<file path="src/rtl/schmitt_pkg.sv">
// -----------------------------------------------------------------------------
// schmitt_pkg
// Shared types and default parameter values for the multi-channel Schmitt
// trigger bank.
//   sh_state_e    : per-channel hysteresis state (ST_LOW=0, ST_HIGH=1)
//   DEF_CHANNELS  : default number of channels
//   DEF_DATA_W    : default sample/threshold width
//   DEF_DWELL_W   : default dwell counter width
// -----------------------------------------------------------------------------
package schmitt_pkg;

   typedef enum logic {
      ST_LOW  = 1'b0,
      ST_HIGH = 1'b1
   } sh_state_e;

   localparam int DEF_CHANNELS = 4;
   localparam int DEF_DATA_W   = 8;
   localparam int DEF_DWELL_W  = 4;

endpackage : schmitt_pkg

</file>
<file path="src/rtl/schmitt_channel.sv">
// -----------------------------------------------------------------------------
// schmitt_channel
// One hysteresis channel: LOW/HIGH state, consecutive-qualifying-sample run
// counter and one-cycle switch pulses.
// Ports:
//   clk, reset    : clock, asynchronous active-high reset
//   sample_valid  : sample is valid this cycle
//   hold          : thresholds invalid; freeze state, clear run, no pulses
//   sample        : unsigned channel sample
//   high_th/low_th: shared rise/fall thresholds
//   dwell         : extra consecutive qualifying samples before switching
//   state_out     : registered state (1 = HIGH)
//   rise_pulse    : one-cycle pulse on LOW->HIGH
//   fall_pulse    : one-cycle pulse on HIGH->LOW
// -----------------------------------------------------------------------------
module schmitt_channel
   import schmitt_pkg::*;
#(
   parameter int DATA_W  = DEF_DATA_W,
   parameter int DWELL_W = DEF_DWELL_W
) (
   input  logic               clk,
   input  logic               reset,
   input  logic               sample_valid,
   input  logic               hold,
   input  logic [DATA_W-1:0]  sample,
   input  logic [DATA_W-1:0]  high_th,
   input  logic [DATA_W-1:0]  low_th,
   input  logic [DWELL_W-1:0] dwell,
   output logic               state_out,
   output logic               rise_pulse,
   output logic               fall_pulse
);

   sh_state_e          state_q, state_d;
   logic [DWELL_W-1:0] cnt_q, cnt_d;
   logic               rise_q, rise_d;
   logic               fall_q, fall_d;
   logic               qualify;

   // Equality with a threshold qualifies; the band between them never does.
   assign qualify = (state_q == ST_LOW) ? (sample >= high_th)
                                        : (sample <= low_th);

   always_comb begin
      // NOTE: every signal written here gets a default first so no path
      // leaves it unassigned, which would otherwise infer a latch.
      state_d = state_q;
      cnt_d   = cnt_q;
      rise_d  = 1'b0;
      fall_d  = 1'b0;

      if (hold) begin
         cnt_d = '0;
      end else if (sample_valid) begin
         if (!qualify) begin
            cnt_d = '0;
         end else if (cnt_q >= dwell) begin
            // >= rather than == so a dwell lowered mid-run still switches.
            cnt_d = '0;
            if (state_q == ST_LOW) begin
               state_d = ST_HIGH;
               rise_d  = 1'b1;
            end else begin
               state_d = ST_LOW;
               fall_d  = 1'b1;
            end
         end else begin
            cnt_d = cnt_q + DWELL_W'(1);
         end
      end
   end

   // NOTE: registers use non-blocking assignments so every flop samples the
   // pre-edge value of its inputs regardless of statement order.
   always_ff @(posedge clk or posedge reset) begin
      if (reset) begin
         state_q <= ST_LOW;
         cnt_q   <= '0;
         rise_q  <= 1'b0;
         fall_q  <= 1'b0;
      end else begin
         state_q <= state_d;
         cnt_q   <= cnt_d;
         rise_q  <= rise_d;
         fall_q  <= fall_d;
      end
   end

   assign state_out  = (state_q == ST_HIGH);
   assign rise_pulse = rise_q;
   assign fall_pulse = fall_q;

endmodule : schmitt_channel

</file>
<file path="src/rtl/schmitt_hysteresis_bank.sv">
// -----------------------------------------------------------------------------
// schmitt_hysteresis_bank
// Multi-channel digital Schmitt trigger with shared programmable thresholds
// and a dwell filter.
// Ports:
//   clk, reset    : clock, asynchronous active-high reset
//   sample_valid  : all channel samples valid this cycle
//   sample_in     : channel c at [c*DATA_W +: DATA_W]
//   high_th       : rise threshold
//   low_th        : fall threshold
//   dwell         : extra consecutive qualifying samples before switching
//   state_out     : per-channel registered state
//   rise_pulse    : per-channel LOW->HIGH pulse
//   fall_pulse    : per-channel HIGH->LOW pulse
//   th_error      : registered, high while high_th <= low_th
// -----------------------------------------------------------------------------
module schmitt_hysteresis_bank
   import schmitt_pkg::*;
#(
   parameter int CHANNELS = DEF_CHANNELS,
   parameter int DATA_W   = DEF_DATA_W,
   parameter int DWELL_W  = DEF_DWELL_W
) (
   input  logic                       clk,
   input  logic                       reset,
   input  logic                       sample_valid,
   input  logic [CHANNELS*DATA_W-1:0] sample_in,
   input  logic [DATA_W-1:0]          high_th,
   input  logic [DATA_W-1:0]          low_th,
   input  logic [DWELL_W-1:0]         dwell,
   output logic [CHANNELS-1:0]        state_out,
   output logic [CHANNELS-1:0]        rise_pulse,
   output logic [CHANNELS-1:0]        fall_pulse,
   output logic                       th_error
);

   logic th_error_q, th_error_d;

   always_comb begin
      th_error_d = (high_th <= low_th);
   end

   always_ff @(posedge clk or posedge reset) begin
      if (reset) begin
         th_error_q <= 1'b0;
      end else begin
         th_error_q <= th_error_d;
      end
   end

   assign th_error = th_error_q;

   // The registered error gates the channels, so a bad threshold pair is
   // honoured one cycle after it appears, matching th_error on the port.
   for (genvar c = 0; c < CHANNELS; c++) begin : g_ch
      schmitt_channel #(
         .DATA_W  (DATA_W),
         .DWELL_W (DWELL_W)
      ) u_ch (
         .clk          (clk),
         .reset        (reset),
         .sample_valid (sample_valid),
         .hold         (th_error_q),
         .sample       (sample_in[c*DATA_W +: DATA_W]),
         .high_th      (high_th),
         .low_th       (low_th),
         .dwell        (dwell),
         .state_out    (state_out[c]),
         .rise_pulse   (rise_pulse[c]),
         .fall_pulse   (fall_pulse[c])
      );
   end

endmodule : schmitt_hysteresis_bank

</file>
<file path="config.mk">
export PLATFORM = sky130hd
export DESIGN_NAME = schmitt_hysteresis_bank
export DESIGN_NICKNAME = d
export VERILOG_FILES = /design/src/rtl/schmitt_pkg.sv /design/src/rtl/schmitt_channel.sv /design/src/rtl/schmitt_hysteresis_bank.sv
export SDC_FILE = /design/constraint.sdc
export NUM_CORES = 1
export LEC_CHECK = 0
export BUFFER_PORTS_ARGS = -buffer_cell sky130_fd_sc_hd__buf_2
export CAP_MARGIN = 10
export CORE_ASPECT_RATIO = 0.5
export CORE_UTILIZATION = 23
export DETAILED_ROUTE_END_ITERATION = 8
export GPL_ROUTABILITY_DRIVEN = 0
export PLACE_DENSITY_LB_ADDON = 0.2
export SLEW_MARGIN = 15
export SYNTH_ARGS = -nofsm -noshare
export SYNTH_HDL_FRONTEND = slang
export SYNTH_SLANG_ARGS = --single-unit
</file>
<file path="constraint.sdc">
create_clock -name clk -period 1.94 [get_ports clk]
set_input_delay 0.097 -clock clk [delete_from_list [all_inputs] [get_ports clk]]
set_output_delay 0.097 -clock clk [all_outputs]
set_load 0.02 [all_outputs]
</file>
==> qor.tcl, run 1 <==
set qor(syn_to_final_growth_pct) 29.9
set qor(timing.rr.start) {g_ch[0].u_ch.cnt_q[0]}
set qor(yosysTopAreaCell) {ha_1}
set qor(drtPass1Iterations) 4
set qor(placement.io_buffers) 67
set qor(tritoncts_buffer_count) 5
set qor(gr-usage-met2_pct) 21.2
set qor(irDropWorstVdd_uv) 282
set qor(synth_enable_flop_cells) 0
set qor(route.detailed.drc) 0
set qor(io-pin-count) 68
set qor(grt-ovfl-total) 0
set qor(use_met1_pct) 18.9
set qor(initial_utilization_pct) 23.9
set qor(cts-root-buf) {clkbuf_16}
set qor(final.setup_skew_ps) 3.44
set qor(grt_antenna_before_repair) 0
set qor(antennaDiodeCount) 0
set qor(vias_in_the_first_global_route) 2985
set qor(synth_most_common_cell) {ha_1}
set qor(critPathMaxFanout) 4
set qor(synth.top_cell.area_share_pct) 35.0
set qor(groute.usage.overall_pct) 13.3
set qor(setup.worst_path.end_class) {register}
set qor(required_ps) 2080
set qor(postSynthNetCount) 511
set qor(synthTopCellsByArea) {ha_1 (35%), dfrtp_1 (22%), inv_1 (4.1%)}
set qor(grt_max_degree) 30
set qor(run_status) {complete, no violations}
set qor(holdCritStartpoint) {high_th[6]}
set qor(drt.antenna.violating_nets) 0
set qor(fp.dieArea_um2) 14800
set qor(core_um2) 13700
set qor(drc_violation_total_after_the_first_tritonroute_iteration) 134
set qor(synth.yosys.seq_area_share_pct) 22.1
set qor(min_period_ps) 1810
set qor(crit_path_start_kind) {input pin}
set qor(grt.busiest_layer) {met2}
set qor(power_leakage_uw) 0.00218
set qor(placedCellCount) 651
set qor(grt_pass1_wl_um) 15300
set qor(worst_hold_slack_after_final_layout_ps) 290
set qor(worstMarginPinSlew_ps) 508
set qor(synth.cells.most_frequent) {ha_1 (92), inv_1 (36), dfrtp_1 (29)}
set qor(layoutNonFillerInstCount) 661
set qor(fmaxAchievable_mhz) 552
set qor(ys_types) 46
set qor(finalSetupViolCount) 0
set qor(ys_seq_elements) 29
set qor(chipHeight_um) 86.6
set qor(flip_flop_cell_with_the_highest_count_after_synthesis) {dfrtp_1}
set qor(syn_area_um2) 3290
set qor(finalHoldViolCount) 0
set qor(timing.final.crit_share_pct) 93.4
set qor(fin_nets) 615
set qor(critPathKind) {input pin to register}
set qor(route.vias.total) 2930
set qor(drive_gt1_share_pct) 26.7
set qor(num_rows) 30
set qor(pwr_density_cell_nw_per_um2) 574
set qor(synth.yosys.warnings) 0
set qor(final_count_of_pins_violating_max_slew) 0
set qor(synthCells) 364
set qor(place.detailed.hpwl_um) 7870
set qor(use_met3_pct) 1.60
set qor(arrival_ps) 1960
set qor(timing.max_slew.rel_slack_pct) 65.2
set qor(finalWirelength_um) 9140
set qor(hold_class) {input pin to register}
set qor(via_per_inst) 4.43
set qor(post_drt_wl_per_cell_um) 13.8
set qor(tritoncts_num_sinks) 29
set qor(design_power_total_uw) 2460
set qor(rsz0062_at_grt) {false}
set qor(clk_pin_slew_ps) 50
set qor(ctsHtreeMaxLevel) 2
set qor(cts.path.max_buffers) 2
set qor(synth_async_sr_flop_share_pct) 100
set qor(origin_of_the_worst_setup_path) {high_th[0]}
set qor(postSynthAreaPerCell_um2) 9.04
set qor(fp.dieW_um) 171
set qor(cts_tree) {yes}
set qor(clkLatencyLatePin_ps) 270
set qor(cap_violations) 0
## critical path: stages
cell	delay (ps)
buf_2	140
buf_4	140
ha_1	260
nand2b_1	140
a2111oi_0	520
or4_1	200
a21oi_2	50
buf_4	160
a41oi_1	200
a31oi_1	60
## cell type report
type,count,area (um^2)
Inverter,36,135
Tap cell,192,240
Fill cell,1510,9460
Timing Repair Buffer,111,668
Multi-Input combinational cell,285,2370
Clock buffer,8,136
Sequential cell,29,726
## placed cells by master, fill, tap and decap left out, types with 2 or more instances in the layout
cell type and instances:
a41oi_1 4, xor2_1 2, nand2_1 19, a21boi_0 3, nand3_1 12, o21a_1 6, and3_1 2, nand2b_1 10
dfrtp_1 29, o21ai_1 2, buf_2 67, a31oi_1 5, o211ai_1 4, clkbuf_16 5, nor3_1 5, nand4_1 12
a211oi_1 6, a21oi_2 2, and2_1 3, a22o_1 6, a21oi_1 21, o21ai_0 14, nor4_1 3, o41ai_1 2
nor2_1 18, buf_4 43, clkbuf_1 3, o22a_1 2, ha_1 92, inv_1 36, nor2b_1 6, xnor2_1 4
or3_1 2
## layer usage
metal  up-vias  part of all wire (%)
li1       1552                     -
met1      1325                    52
met2        45                    44
met3         8                   2.8
met4         0                   1.1
met5         -                     0
## sequential cells by signal (all words and copies together) (netlist names)
name	flops
g_ch.u_ch.rise_pulse	4
g_ch.u_ch.cnt_q	16
th_error	1
g_ch.u_ch.fall_pulse	4
g_ch.u_ch.state_out	4
## worst paths after layout
| kind | end | slack (ps) | cells after the start |
|---|---|---|---|
| max | g_ch[0].u_ch.cnt_q[2] | 130 | 10 |
| min | th_error | 290 | 4 |
| max reg2reg | g_ch[0].u_ch.cnt_q[2] | 180 | 8 |
| min reg2reg | g_ch[1].u_ch.cnt_q[3] | 520 | 1 |
| max in group asynchronous | g_ch[2].u_ch.fall_pulse | 1190 | 4 |
| min in group asynchronous | g_ch[1].u_ch.state_out | 460 | 4 |
## power by group
part           switching (uW)  leakage, uW  internal, uW
logic                     543      0.00172           442
registers                84.3     0.000393           666
clock network             245    0.0000652           475
## per-stage QoR
stage / utilization (%) / setup WS, ps / instance area [um^2] / TNS, ps
after floorplan: - / 27.6 / 3290 / 0
after global placement: 29.7 / -286 / 4080 / -2610
after detailed placement: 29.7 / -187 / 4080 / -2310
after CTS: 30.8 / 69.9 / 4240 / 0
after global routing: 31.1 / 7.89 / 4270 / 0
final: 31.1 / 128 / 4270 / 0
## what timing repair did
action / in CTS / in global routing
hold buffers: 1 / 0
cloned: 0 / 0
endpoints found under the setup margin: 4 / 14
buffers inserted: 1 / 0
resized for setup: 0 / 8
endpoints found under the hold margin: 29 / 0
pin swaps: 1 / 0
## logic make-up after synthesis
logic type / share of synthesized area [%]
AND/OR/NAND/NOR: 16.3
adder cells (fa/ha/maj): 35.0
flip-flops: 22.1
AO/OA/AOI/OAI: 18.0
buffers and inverters: 7.08
XOR/XNOR: 1.60
No activity file was read; power rests on OpenSTA's default activity.
==> run 2: changes to the inputs <==
--- a/config.mk
+++ b/config.mk
@@ -7,8 +7,11 @@
 export LEC_CHECK = 0
 export BUFFER_PORTS_ARGS = -buffer_cell sky130_fd_sc_hd__buf_2
 export CAP_MARGIN = 10
+export CELL_PAD_IN_SITES_DETAIL_PLACEMENT = 0
+export CELL_PAD_IN_SITES_GLOBAL_PLACEMENT = 1
 export CORE_ASPECT_RATIO = 0.5
 export CORE_UTILIZATION = 23
+export CTS_BUF_LIST = sky130_fd_sc_hd__clkbuf_16
 export DETAILED_ROUTE_END_ITERATION = 8
 export GPL_ROUTABILITY_DRIVEN = 0
 export PLACE_DENSITY_LB_ADDON = 0.2
==> run 2 against run 1 <==
Setup slack gained 56 ps. Worst hold slack gained 19 ps. Combinational power is essentially flat. Register-to-register slack about the same. Clock power is 2% lower. Global-route usage about the same. Flip-flop and latch count unchanged. Routed wire length increased by 2.2%. Largest cell class unchanged.
==> qor.tcl, run 2 (synthesis results as in run 1) <==
set qor(final_common_cell) {ha_1}
set qor(via_per_inst) 4.33
set qor(vias_in_the_first_global_route) 2813
set qor(tritoncts_num_sinks) 29
set qor(min_period_ps) 1760
set qor(cts-root-buf) {clkbuf_16}
set qor(rsz0062_at_grt) {false}
set qor(reg2reg_setup_slack_ps) 180
set qor(worstRegToRegCells) 9
set qor(timing.max_slew.rel_slack_pct) 62.7
set qor(setup.worst_path.end_class) {register}
set qor(regToRegEndpoint) {g_ch[2].u_ch.cnt_q[0]}
set qor(cp_top_family) {compound AO/OA/AOI/OAI gates}
set qor(pwr_density_cell_nw_per_um2) 570
set qor(critPathMaxFanout) 6
set qor(cpPeakStageDelay_ps) 400
set qor(postCtsSetupBuffers) 0
set qor(route.detailed.drc) 0
set qor(cap_violations) 0
set qor(crit_path_start_kind) {register}
set qor(required_ps) 2140
set qor(path_depth) 9
set qor(path_cells) {inv_1 -> ha_1 -> inv_1 -> a21boi_0 -> o21ai_0 -> a21oi_1 -> buf_4 -> or3_1 -> a21oi_1}
set qor(dp_worst_setup_slack_ps) -205
set qor(post_drt_wl_per_cell_um) 14.1
set qor(largest_register) {g_ch.u_ch.cnt_q}
set qor(timing.rr.start) {g_ch[2].u_ch.cnt_q[0]}
set qor(syn_to_final_growth_pct) 30.5
set qor(core_um2) 13700
set qor(final_count_of_pins_violating_max_slew) 0
set qor(route.vias.total) 2865
set qor(final_critical_path_setup_slack_ps) 184
set qor(fmaxAchievable_mhz) 569
set qor(critPathKind) {register to register}
set qor(grt-ovfl-total) 0
set qor(clkLatencyLatePin_ps) 270
set qor(grt_pass1_wl_um) 15100
set qor(antennaDiodeCount) 0
set qor(finalHoldViolCount) 0
set qor(place.detailed.hpwl_um) 7950
set qor(num_rows) 30
set qor(fill_cell_instance_count_of_the_final_layout) 1522
set qor(layoutNonFillerInstCount) 661
set qor(fp.dieArea_um2) 14800
set qor(run_status) {complete, no violations}
set qor(cp-endpoint) {g_ch[2].u_ch.cnt_q[0]}
set qor(groute.usage.overall_pct) 13.4
set qor(irDropWorstVdd_uv) 265
set qor(worstMarginPinSlew_ps) 558
set qor(final.setup_skew_ps) 3.57
set qor(finalSetupViolCount) 0
set qor(placedCellCount) 653
set qor(holdCritStartpoint) {high_th[6]}
set qor(worst_path_max_delay_cell) {dfrtp_1}
set qor(cts_tree) {yes}
set qor(arrival_ps) 1950
set qor(cts.path.max_buffers) 2
set qor(tns_ps) 0
set qor(clk_pin_slew_ps) 50
set qor(finalWirelength_um) 9350
set qor(chipHeight_um) 86.6
set qor(drt.antenna.violating_nets) 0
set qor(grt_antenna_before_repair) 0
set qor(initial_utilization_pct) 23.9
set qor(grt_max_degree) 30
set qor(whs_path_depth) 4
set qor(timing.final.crit_share_pct) 90.5
set qor(drive_gt1_share_pct) 27.7
set qor(cp_num_buf_inv) 3
set qor(mostFrequentLayoutCells) {ha_1 (92), buf_2 (67), buf_4 (44), inv_1 (37), dfrtp_1 (29)}
set qor(placement.io_buffers) 67
set qor(drc_violation_total_after_the_first_tritonroute_iteration) 76
set qor(largest_register_ffs) 16
set qor(fp.dieW_um) 171
set qor(drtPass1Iterations) 4
set qor(power_leakage_uw) 0.00220
set qor(tritoncts_buffer_count) 5
set qor(fin_nets) 616
set qor(origin_of_the_worst_setup_path) {g_ch[2].u_ch.cnt_q[0]}
set qor(hold_class) {input pin to register}
set qor(ctsHtreeMaxLevel) 2
set qor(io-pin-count) 68
-- run 2: timing repair --
action | 4_1_cts | 5_1_grt
pin swaps | 0 | 1
hold buffers | 1 | 0
endpoints found under the hold margin | 29 | 0
gates resized for setup | 1 | 12
endpoints found under the setup margin | 1 | 19
-- run 2: per-stage QoR --
step	power [uW]	hold slack [ps]	utilization, %	cell area, um^2
floorplan	1350	175	-	3290
global placement	1720	200	29.8	4100
detailed placement	1720	199	29.8	4100
CTS	2450	320	30.9	4240
global route	2640	335	31.2	4290
finish	2440	309	31.2	4290
-- run 2: area by class of cell --
| type | count | area (um^2) | area share [%] |
|---|---|---|---|
| Multi-Input combinational cell | 285 | 2380 | 55.5 |
| Sequential cell | 29 | 726 | 16.9 |
| Timing Repair Buffer | 112 | 676 | 15.7 |
| Tap cell | 192 | 240 | 5.60 |
| Inverter | 36 | 135 | 3.15 |
| Clock buffer | 5 | 125 | 2.92 |
| Clock inverter | 2 | 7.51 | 0.175 |
-- run 2: worst min-delay path, stage by stage --
cell and delay, ps:
buf_2 100, buf_4 100, ha_1 140, o31ai_1 90
-- run 2: power breakdown --
part           switching (uW)  leakage [uW]  total (uW)  internal (uW)
clock network             252     0.0000685         709            457
logic                     547       0.00174         988            441
registers                81.0      0.000393         747            666
-- run 2: per-layer routing --
metal,vias up,part of all wire (%),track usage (%)
met3,4,2.2,1.37
met2,35,42,20.7
met5,-,0,0
met4,0,0.73,2.92
li1,1559,-,-
met1,1267,55,19.8
-- run 2: how the worst min path moves through the flow --
stage / to / slack [ps]
floorplan: g_ch[0].u_ch.cnt_q[0] / 180
global placement: g_ch[2].u_ch.rise_pulse / 200
detailed placement: g_ch[2].u_ch.rise_pulse / 200
CTS: th_error / 320
global route: th_error / 330
finish: th_error / 310
==> run 3: changes to the inputs <==
--- a/config.mk
+++ b/config.mk
@@ -5,6 +5,7 @@
 export SDC_FILE = /design/constraint.sdc
 export NUM_CORES = 1
 export LEC_CHECK = 0
+export ABC_AREA = 1
 export BUFFER_PORTS_ARGS = -buffer_cell sky130_fd_sc_hd__buf_2
 export CAP_MARGIN = 10
 export CELL_PAD_IN_SITES_DETAIL_PLACEMENT = 0
==> run 3 against run 2 <==
The flow now finishes with violations (design-rule violations). Synthesized cell count is 34% higher. Critical path depth up 1. Cell area decreased by 0.23%. Final cell count increased by 14%. First-iteration DRC count grew 78%. Power is 1.9% higher. Die area is 10% higher. Worst hold slack got worse by 2.0 ps. Sequential share of layout area hardly changed. Sequential power increased by 0.7%. Critical path type unchanged. Highest routed layer unchanged.
==> qor.tcl, run 3 <==
set qor(run_status) {finished, violations left}
set qor(violations_in_the_final_reports) {design-rule violations}
set qor(route.vias.total) 3135
set qor(antennaDiodeCount) 0
set qor(hold_class) {input pin to register}
set qor(cts-root-buf) {clkbuf_16}
set qor(synthTopCellsByArea) {ha_1 (32%), dfrtp_1 (20%), nand2_1 (13%)}
set qor(arrival_ps) 1740
set qor(cts.path.max_buffers) 2
set qor(rsz0062_at_grt) {false}
set qor(regToRegEndpoint) {g_ch[0].u_ch.state_out}
set qor(timing.max_slew.rel_slack_pct) 67.5
set qor(ys_types) 30
set qor(synth.cells.most_frequent) {nand2_1 (123), ha_1 (92), inv_1 (65)}
set qor(mostFrequentLayoutCells) {nand2_1 (123), ha_1 (92), buf_2 (67), inv_1 (66), nor2_1 (52)}
set qor(drt.antenna.violating_nets) 0
set qor(reg2reg_setup_slack_ps) 360
set qor(worstMarginPinSlew_ps) 487
set qor(synthCells) 489
set qor(synth_async_sr_flop_share_pct) 100
set qor(synth.top_cell.area_share_pct) 31.7
set qor(route.detailed.drc) 4
set qor(placed_standard_cell_area_um2) 4140
set qor(fmaxAchievable_mhz) 633
set qor(fill_cell_instance_count_of_the_final_layout) 1686
set qor(finalWirelength_um) 9770
set qor(finalSetupViolCount) 0
set qor(synth.yosys.warnings) 0
set qor(place.detailed.hpwl_um) 8260
set qor(setup.worst_path.end_class) {register}
set qor(syn_to_final_growth_pct) 17.8
set qor(origin_of_the_worst_setup_path) {g_ch[0].u_ch.cnt_q[1]}
set qor(fin_nets) 699
set qor(tritoncts_num_sinks) 29
set qor(clk_pin_slew_ps) 50
set qor(num_rows) 32
set qor(cap_violations) 0
set qor(tns_ps) 0
set qor(fp.dieArea_um2) 16300
set qor(finalHoldViolCount) 0
set qor(io-pin-count) 68
set qor(chipHeight_um) 90.9
set qor(post_cts_resized) 0
set qor(final_common_cell) {nand2_1}
set qor(grt_pass1_wl_um) 15900
set qor(drc_violation_total_after_the_first_tritonroute_iteration) 135
set qor(critPathKind) {register to register}
set qor(synth.yosys.seq_area_share_pct) 20.0
set qor(cts_tree) {yes}
set qor(placement.io_buffers) 67
set qor(synth_enable_flop_cells) 0
set qor(synth_most_common_cell) {nand2_1}
set qor(drive_gt1_share_pct) 18.1
set qor(largest_register) {g_ch.u_ch.cnt_q}
set qor(grt_max_degree) 30
set qor(initial_utilization_pct) 23.6
set qor(via_per_inst) 4.15
set qor(postSynthNetCount) 636
set qor(pwr_density_cell_nw_per_um2) 582
set qor(fp.dieW_um) 180
set qor(tritoncts_buffer_count) 5
set qor(required_ps) 2100
set qor(critPathMaxFanout) 5
set qor(clkLatencyLatePin_ps) 270
set qor(grt-ovfl-total) 0
set qor(crit_path_start_kind) {register}
set qor(core_um2) 15400
set qor(vias_in_the_first_global_route) 3006
set qor(postLayoutCellArea_um2) 4280
set qor(syn_area_um2) 3630
set qor(timing.rr.start) {g_ch[0].u_ch.cnt_q[1]}
set qor(worstRegToRegCells) 10
set qor(drtPass1Iterations) 6
set qor(largest_register_ffs) 16
set qor(final.setup_skew_ps) 5.79
set qor(postCtsSetupBuffers) 0
set qor(yosysTopAreaCell) {ha_1}
set qor(postSynthAreaPerCell_um2) 7.43
set qor(ys_seq_elements) 29
set qor(groute.usage.overall_pct) 12.4
set qor(timing.final.crit_share_pct) 81.4
set qor(cp-endpoint) {g_ch[0].u_ch.state_out}
set qor(min_period_ps) 1580
set qor(irDropWorstVdd_uv) 295
set qor(grt_antenna_before_repair) 0
set qor(flip_flop_cell_with_the_highest_count_after_synthesis) {dfrtp_1}
set qor(post_drt_wl_per_cell_um) 12.9
set qor(ctsHtreeMaxLevel) 2
set qor(final_count_of_pins_violating_max_slew) 0
set qor(power_leakage_uw) 0.00247
==> run 3: how the worst min path moves through the flow <==
stage / startpoint / cells after the start / end / slack, ps
after floorplan: reset / 1 / g_ch[0].u_ch.cnt_q[0] / 180
after global placement: reset / 3 / g_ch[1].u_ch.cnt_q[0] / 200
after detailed placement: reset / 3 / g_ch[1].u_ch.rise_pulse / 210
after CTS: sample_valid / 5 / g_ch[0].u_ch.cnt_q[0] / 310
after global routing: sample_valid / 5 / g_ch[0].u_ch.cnt_q[0] / 330
final: sample_valid / 5 / g_ch[0].u_ch.cnt_q[0] / 310
==> run 3: logic make-up (layout without fill, tap and decap cells) <==
family | count (synthesis) | in the layout | synth area share, %
xor gates and xnor gates | 5 | 5 | 1.21
buffers and inverters | 85 | 148 | 10.2
AOI/OAI and AO/OA | 58 | 58 | 10.8
and+or+nand+nor | 220 | 220 | 26.1
adders and majority gates | 92 | 92 | 31.7
DFF | 29 | 29 | 20.0
==> run 3: final cells by class <==
cell class | count | area [um^2] | area share, %
multi-input combinational | 375 | 2540 | 59.2
clock buffer | 5 | 125 | 2.92
sequential | 29 | 726 | 16.9
tap | 204 | 255 | 5.96
timing repair buffer | 70 | 360 | 8.42
clock inverter | 2 | 7.51 | 0.175
inverter | 71 | 272 | 6.34
==> run 3: report_power, final <==
group / internal (uW) / switching (uW)
logic: 367 / 650
registers: 671 / 81.5
clock network: 458 / 264
total: 1500 / 996
==> run 3: metrics by stage <==
stage                     power (uW)  instances  setup WS, ps  utilization (%)  hold WS [ps]
after floorplan                 1510        489           540                -           175
after CTS                       2530        756           382             27.8           315
after global placement          1800        748           317             26.9           203
after detailed placement        1800        748           313             26.9           207
final                           2490        756           360             27.8           307
after global routing            2720        756           211             27.8           330
==> run 3: timing repair <==
action / in CTS / in global routing
hold buffers: 1 / 0
endpoints found under the setup margin: 0 / 0
endpoints found under the hold margin: 29 / 0
==> run 3: critical path, stage by stage (launching register included) <==
cell and delay, ps:
dfrtp_1 420, ha_1 310, inv_1 40, o21bai_1 130
nand3_1 100, nand3_2 130, nand2_1 80, inv_2 60
nand3_1 90, nand2_1 70, nand2_1 40
==> run 3: layer usage <==
| metal | share of wire [%] | GRT usage [%] |
|---|---|---|
| met5 | 0 | 0 |
| met1 | 56 | 18.0 |
| met4 | 0.78 | 2.37 |
| met2 | 41 | 19.5 |
| met3 | 2.1 | 1.41 |
